[src/rtl/bldcm_deadtime.sv]
// rtl/bldcm_deadtime.sv - dead-time insertion and shoot-through guard for six BLDC gate drives
module bldcm_deadtime #(
  parameter logic [7:0] pDeadCycles = 8'd50
) (
  input  logic iClock,
  input  logic iReset_n,
  input  logic iEnable,
  input  logic iFaultClear,
  input  logic iUh,
  input  logic iUl,
  input  logic iVh,
  input  logic iVl,
  input  logic iWh,
  input  logic iWl,
  output logic oUh,
  output logic oUl,
  output logic oVh,
  output logic oVl,
  output logic oWh,
  output logic oWl,
  output logic oFault
);

  typedef enum logic [1:0] {
    G_OFF  = 2'd0,
    G_HIGH = 2'd1,
    G_LOW  = 2'd2
  } gate_t;

  // Channel index 0 = U, 1 = V, 2 = W.
  logic [2:0] req_h;
  logic [2:0] req_l;
  logic [2:0] illegal;
  logic       fault_set;
  logic       force_off;

  gate_t      gate [3];
  logic [7:0] cnt  [3];
  gate_t      want [3];

  assign req_h     = {iWh, iVh, iUh};
  assign req_l     = {iWl, iVl, iUl};
  assign illegal   = req_h & req_l;
  assign fault_set = iEnable & (|illegal);

  // A fault being raised this cycle already forces every gate off on the same
  // edge, so no switch is ever left on while the fault flag rises.
  assign force_off = ~iEnable | oFault | fault_set;

  // Decode the effective request per channel; ILLEGAL falls through to OFF.
  always_comb begin
    for (int i = 0; i < 3; i++) begin
      want[i] = G_OFF;
      if (!force_off) begin
        if (req_h[i] && !req_l[i]) begin
          want[i] = G_HIGH;
        end else if (req_l[i] && !req_h[i]) begin
          want[i] = G_LOW;
        end
      end
    end
  end

  // Per-channel gate state and saturating dead counter; any change of an active
  // gate goes through OFF and restarts the dead interval.
  always_ff @(posedge iClock or negedge iReset_n) begin
    if (!iReset_n) begin
      for (int i = 0; i < 3; i++) begin
        gate[i] <= G_OFF;
        cnt[i]  <= 8'd0;
      end
    end else begin
      for (int i = 0; i < 3; i++) begin
        if (gate[i] != G_OFF) begin
          if (want[i] != gate[i]) begin
            gate[i] <= G_OFF;
            cnt[i]  <= 8'd1;
          end
        end else if (cnt[i] < pDeadCycles) begin
          cnt[i] <= cnt[i] + 8'd1;
        end else if (want[i] != G_OFF) begin
          gate[i] <= want[i];
        end
      end
    end
  end

  // Sticky fault flag; a new set wins over a simultaneous clear.
  always_ff @(posedge iClock or negedge iReset_n) begin
    if (!iReset_n) begin
      oFault <= 1'b0;
    end else if (fault_set) begin
      oFault <= 1'b1;
    end else if (iFaultClear) begin
      oFault <= 1'b0;
    end
  end

  assign oUh = (gate[0] == G_HIGH);
  assign oUl = (gate[0] == G_LOW);
  assign oVh = (gate[1] == G_HIGH);
  assign oVl = (gate[1] == G_LOW);
  assign oWh = (gate[2] == G_HIGH);
  assign oWl = (gate[2] == G_LOW);

endmodule

[config.mk]
export PLATFORM = sky130hd
export DESIGN_NAME = bldcm_deadtime
export DESIGN_NICKNAME = d
export VERILOG_FILES = /design/src/rtl/bldcm_deadtime.sv
export SDC_FILE = /design/constraint.sdc
export NUM_CORES = 1
export LEC_CHECK = 0
export BUFFER_PORTS_ARGS = -buffer_cell sky130_fd_sc_hd__buf_2
export CORE_AREA = 2 2 58 60
export DETAILED_ROUTE_END_ITERATION = 8
export DIE_AREA = 0 0 60 62
export PLACE_DENSITY_LB_ADDON = 0.25
export SLEW_MARGIN = 10
export SYNTH_ARGS = -nofsm -noshare
export SYNTH_HDL_FRONTEND = slang
export SYNTH_SLANG_ARGS = --single-unit
[constraint.sdc]
create_clock -name iClock -period 1.6 [get_ports iClock]
set_clock_uncertainty 0.15 [all_clocks]
set_input_delay 0.32 -clock iClock [delete_from_list [all_inputs] [get_ports iClock]]
set_output_delay 0.32 -clock iClock [all_outputs]
set_load 0.03 [all_outputs]
Word-level counts from Yosys, hierarchy flattened. Cells that the tools add are included.

Div/mod/pow operators: 0. Multipliers: 0. Mux-type cells: 32. $add $sub $neg: 3. Reductions and logical operators: 32. Eq/ne operators: 15. Bitwise logic cells: 5. Shifts and indexed selects: 0. $lt $le $gt $ge: 3.

Operators with widths (number): $mux 8 (9); $mux 2 (21); $reduce_bool 2->1 (13); $add 8x1->8 const B (3); $lt 8x6->1 const B (3); $reduce_and 3->1 (3); $eq 2x1->1 const B (3); $eq 2x2->1 const B (3); $logic_and 1x1->1 (6); $logic_not 1->1 (6); $ne 2x1->1 const B (3); $ne 2x2->1 (3); $ne 2x2->1 const B (3); $reduce_and 2->1 (3); $and 3x3->3 (1); $reduce_or 3->1 (1); $mux 1 (2); $or 1x1->1 (2); $and 1x1->1 (1); $not 1->1 (1).

Latch bits: 0. Memories kept: 0. ROM bits: 0. Bits of input ports: 10. Bits in registers: 31. Memory bits (writable): 0. Logic and storage cells: 97. Output and inout port bits: 7.

Longest topological paths before layout.
Depth after elaboration: 9. Mapped depth: 5. Depth with buffers taken out: 5.

Worst setup path before layout. Ideal clock, no wire load.

Kind: register to register. From: register gate[3] (netlist name). To: register cnt[9] (netlist name). Setup time: 0.090 ns. Period minus slack after synthesis: 1.677 ns. Buffers on the path: 0. Data arrival time: 1.437 ns. Required time: 1.360 ns. Stages on the path, launching flop included: 5. Slack: -0.077 ns. Cells stage by stage: dfrtp_1 > or3b_2 > and2_1 > o22a_4 > o31ai_4.

Word-level cells in the longest chain between the ends: 3. Elaborated cells on any way between the ends: 6. Those cells by class: eq/ne (2); mux (1); reduce/logical (3).

RTL lines: start: declaration (line 37) `gate_t gate [3];`; start signal: indexed assignment (line 82) `gate[i] <= want[i];`; $ne 2x2->1 / $reduce_bool 2->1 (equally long branches) (line 75, 74); $ne 2x1->1 (no source line) / $reduce_bool 2->1 (equally long branches); $reduce_and 2->1 (no source line); end signal: indexed assignment (line 80) `cnt[i] <= cnt[i] + 8'd1;`; end: declaration (line 38) `logic [7:0] cnt [3];`.

Parallel ways exist; a longest one is shown, timed or not. A chain may end at the register's enable or synchronous reset.

Worst setup path after layout.
From: register gate[1] (netlist name). To: output port oWl.

Word-level cells in the longest chain between the ends: 1.

RTL lines: $eq 2x2->1 (line 104) `assign oWl = (gate[2] == G_LOW);`; end: declaration (line 20) `output logic oWl,`.

No other way between the ends.

==> results.yml <==
flow_run:
  maxCapViolCount: 0
floorplanning:
  fp-row-count: 21
  die_area_mm2: 0.003720
  pin_count: 17
  core_mm2: 0.003179
  die_h_um: 62
  initial_core_util_pct: 47.42
  dieWidth_um: 60
sta:
  drv_slew: 0
  rsz0062_at_grt: "true"
  hold_viol: 0
  max_freq_mhz: 612.7
  fin_crit_ns: 1.632
  finalSetupViolCount: 4
  slew-limit-headroom_pct: 74.08
  tightest_slew_ns: 0.3888
  finalCritPeriodShare_pct: 102.0
  fin_ws_ns: -0.03207
clocking:
  clkLatencyLatePin_ns: 0.33
  tritoncts: "yes"
  cts_buffers: 5
  cts_max_level: 2
  cts.clk_slew.worst_paths_ns: 0.09
  clkSinkCount: 31
  clockBufferDepth: 2
  root_buffer: "clkbuf_4"
placed_design:
  dp_slack_ns: -0.3368
  numPortBuffers: 16
  dp_hpwl_mm: 2.335
  gp_congestion: 0.7981
global_routing:
  grtUsageTotal_pct: 19.60
  grt_max_degree: 32
  grt_pass1_vias: 1274
  grt_pass1_wl_mm: 5.230
  antenna_found_initial: 0
  grt-ovfl-total: 0
pwr:
  peakVddDrop_mv: 0.7559
  p_leak_uw: 0.001019
  pwr_density_cell_mw_per_mm2: 1418
  power_uw: 3137
logic_synthesis:
  syn-cell-area_mm2: 0.001508
  synth_edf_count: 0
  synth_cell_type_count: 38
  ys_seq_elements: 31
  synth_nets: 154
  post_synth.cell_area_avg_um2: 10.69
  syn_inst: 141
  yosys_warnings: 0
  async_reset_ff_share_pct: 100.0
  synthFlopType: "dfrtp_1"
  ys_seq_area_share_pct: 51.45
worst_setup_path:
  r2r_cells: 5
  cp_top_family: "flip-flops"
  cp_common_cell: "buf_6"
  path_buf_inv: 2
  startpoint_type: "flop"
  required_ns: 1.13
  worst_path_max_delay_cell: "dfrtp_2"
  worstPathArrival_ns: 1.16
  criticalPathCategory: "flop to output port"
  worstPathCellList: "buf_6 -> nor2b_4 -> buf_6"
  crit_path_end_kind: "output port"
  crit_cells: 3
  path_max_fanout: 4
  r2r_slack_ns: 0.01
  slowest_delay_ns: 0.45
layout:
  diodes: 0
  drive_above_1_share_pct: 48.26
  area_growth_syn_to_layout_pct: 46.72
  nets: 213
route:
  drc: 0
  routed_wl_mm: 3.393
  wire_per_inst_um: 13.74
  drtIter0Drc: 30
  ant_nets: 0
  dr.pass1.iters: 4
  routed_via_density: 5.206
  via_count: 1286
outcome:
  status: "finished, violations left"
  failed_checks: "negative setup slack"
worst_hold_path:
  hp-class: "primary input to flop"
  hold_depth: 2
## cell type report
cell class	count	area (um^2)
Fill cell	228	967.2
Timing Repair Buffer	54	420.4
Inverter	3	11.26
Tap cell	46	57.56
Sequential cell	31	778.2
Clock inverter	1	5.005
Multi-Input combinational cell	105	894.6
Clock buffer	7	45.04
## timing repair
action / CTS / global route
resized for setup: 23 / 30
pin swaps: 4 / 11
hold buffers: 1 / 0
setup endpoints to repair: 16 / 32
setup buffers: 5 / 3
endpoints found under the hold margin: 31 / 0
## cell families (layout without fill, tap and decap cells)
family                     Yosys count  after routing  synth area share (%)
and+or+nand+nor                     73             73                 27.63
DFF                                 31             31                 51.45
AOI/OAI and AO/OA                   21             21                 11.87
xor gates and xnor gates             7              7                 4.066
buffers and inverters                5             65                 1.825
adders and majority gates            3              3                 2.490
muxes                                1              1                0.6639
## routing by layer
metal	vias to the layer above	global-route usage [%]	routed length, um	share of wire, %
met3	8	6.418	97	2.9
li1	626	-	-	-
met5	-	0	0	0
met1	634	20.98	1378	41
met2	18	33.54	1845	54
met4	0	12.38	71	2.1
## worst paths after layout
path	from	end
max in group asynchronous	iReset_n	gate[1]$_DFFE_PN0P_
min in group asynchronous	iReset_n	cnt[12]$_DFFE_PN0P_
setup / recovery	gate[1]$_DFFE_PN0P_	oWl
hold / removal	iFaultClear	oFault$_DFFE_PN0P_
hold reg to reg	cnt[23]$_DFFE_PN0P_	cnt[23]$_DFFE_PN0P_
setup reg to reg	gate[3]$_DFFE_PN0P_	cnt[13]$_DFFE_PN0P_
## report_power, final
part / switching [uW] / internal (uW)
sequential: 233 / 1030
combinational: 658 / 775
clock: 267 / 171
## Yosys cell counts (2+ instances only)
cell | count | share of area [%]
nand2_1 | 6 | 1.5
o21a_1 | 3 | 1.5
ha_1 | 3 | 2.5
a21oi_1 | 3 | 1.0
nand2b_1 | 2 | 0.83
nor3_1 | 6 | 2.0
nor2_1 | 12 | 3.0
o22ai_1 | 4 | 1.7
inv_1 | 3 | 0.75
xor2_1 | 6 | 3.5
and3_1 | 6 | 2.5
nor3b_1 | 2 | 1.0
o311ai_1 | 2 | 1.2
or3b_2 | 4 | 2.3
and2_1 | 10 | 4.1
nand3_1 | 8 | 2.7
dfrtp_1 | 31 | 51
nor4_1 | 2 | 0.83
nor2b_1 | 8 | 3.3
nand4_1 | 2 | 0.83
## cell usage in the layout (no fill, tap or decap), types with 2 or more instances in the layout
cell,count
buf_4,33
dfrtp_1,29
buf_2,10
buf_6,10
and2_1,9
nor2_1,9
and3_1,6
nor3_1,6
nor2b_4,5
nand3_1,5
nand2_1,5
clkbuf_4,5
or3b_4,4
xor2_1,4
nor2b_1,3
inv_1,3
and2_4,3
nand3_2,3
ha_1,3
o22ai_2,2
o311ai_2,2
nor4_4,2
o21a_1,2
o22a_4,2
nor2_4,2
o22ai_1,2
a21oi_1,2
xor2_2,2
nand2b_1,2
nand4_1,2
clkbuf_1,2
dfrtp_2,2
## flip-flops by register name, indices dropped and copies added, names as in the netlist
| signal | cells |
|---|---|
| cnt | 24 |
| oFault | 1 |
| gate | 6 |
## worst register-to-register path, stage by stage (launching register included)
cell and delay [ns]:
dfrtp_1 0.41, buf_4 0.15, nor4_4 0.30, and2_4 0.19
and4_1 0.21, o21a_1 0.12
## stage by stage
| stage | cells | util, % | area [um^2] | setup TNS, ns | hold slack, ns |
|---|---|---|---|---|---|
| global placement | 230 | 58.76 | 1868 | -3.693 | 0.2000 |
| global route | 247 | 69.58 | 2212 | -0.7070 | 0.005733 |
| floorplan | 141 | - | 1529 | -0.004510 | -0.1256 |
| detailed placement | 230 | 58.76 | 1868 | -6.622 | 0.2054 |
| finish | 247 | 69.58 | 2212 | -0.06005 | 0.03644 |
| CTS | 244 | 64.50 | 2051 | -0.2575 | 0.02283 |
Power figures use the tool's default switching activity.
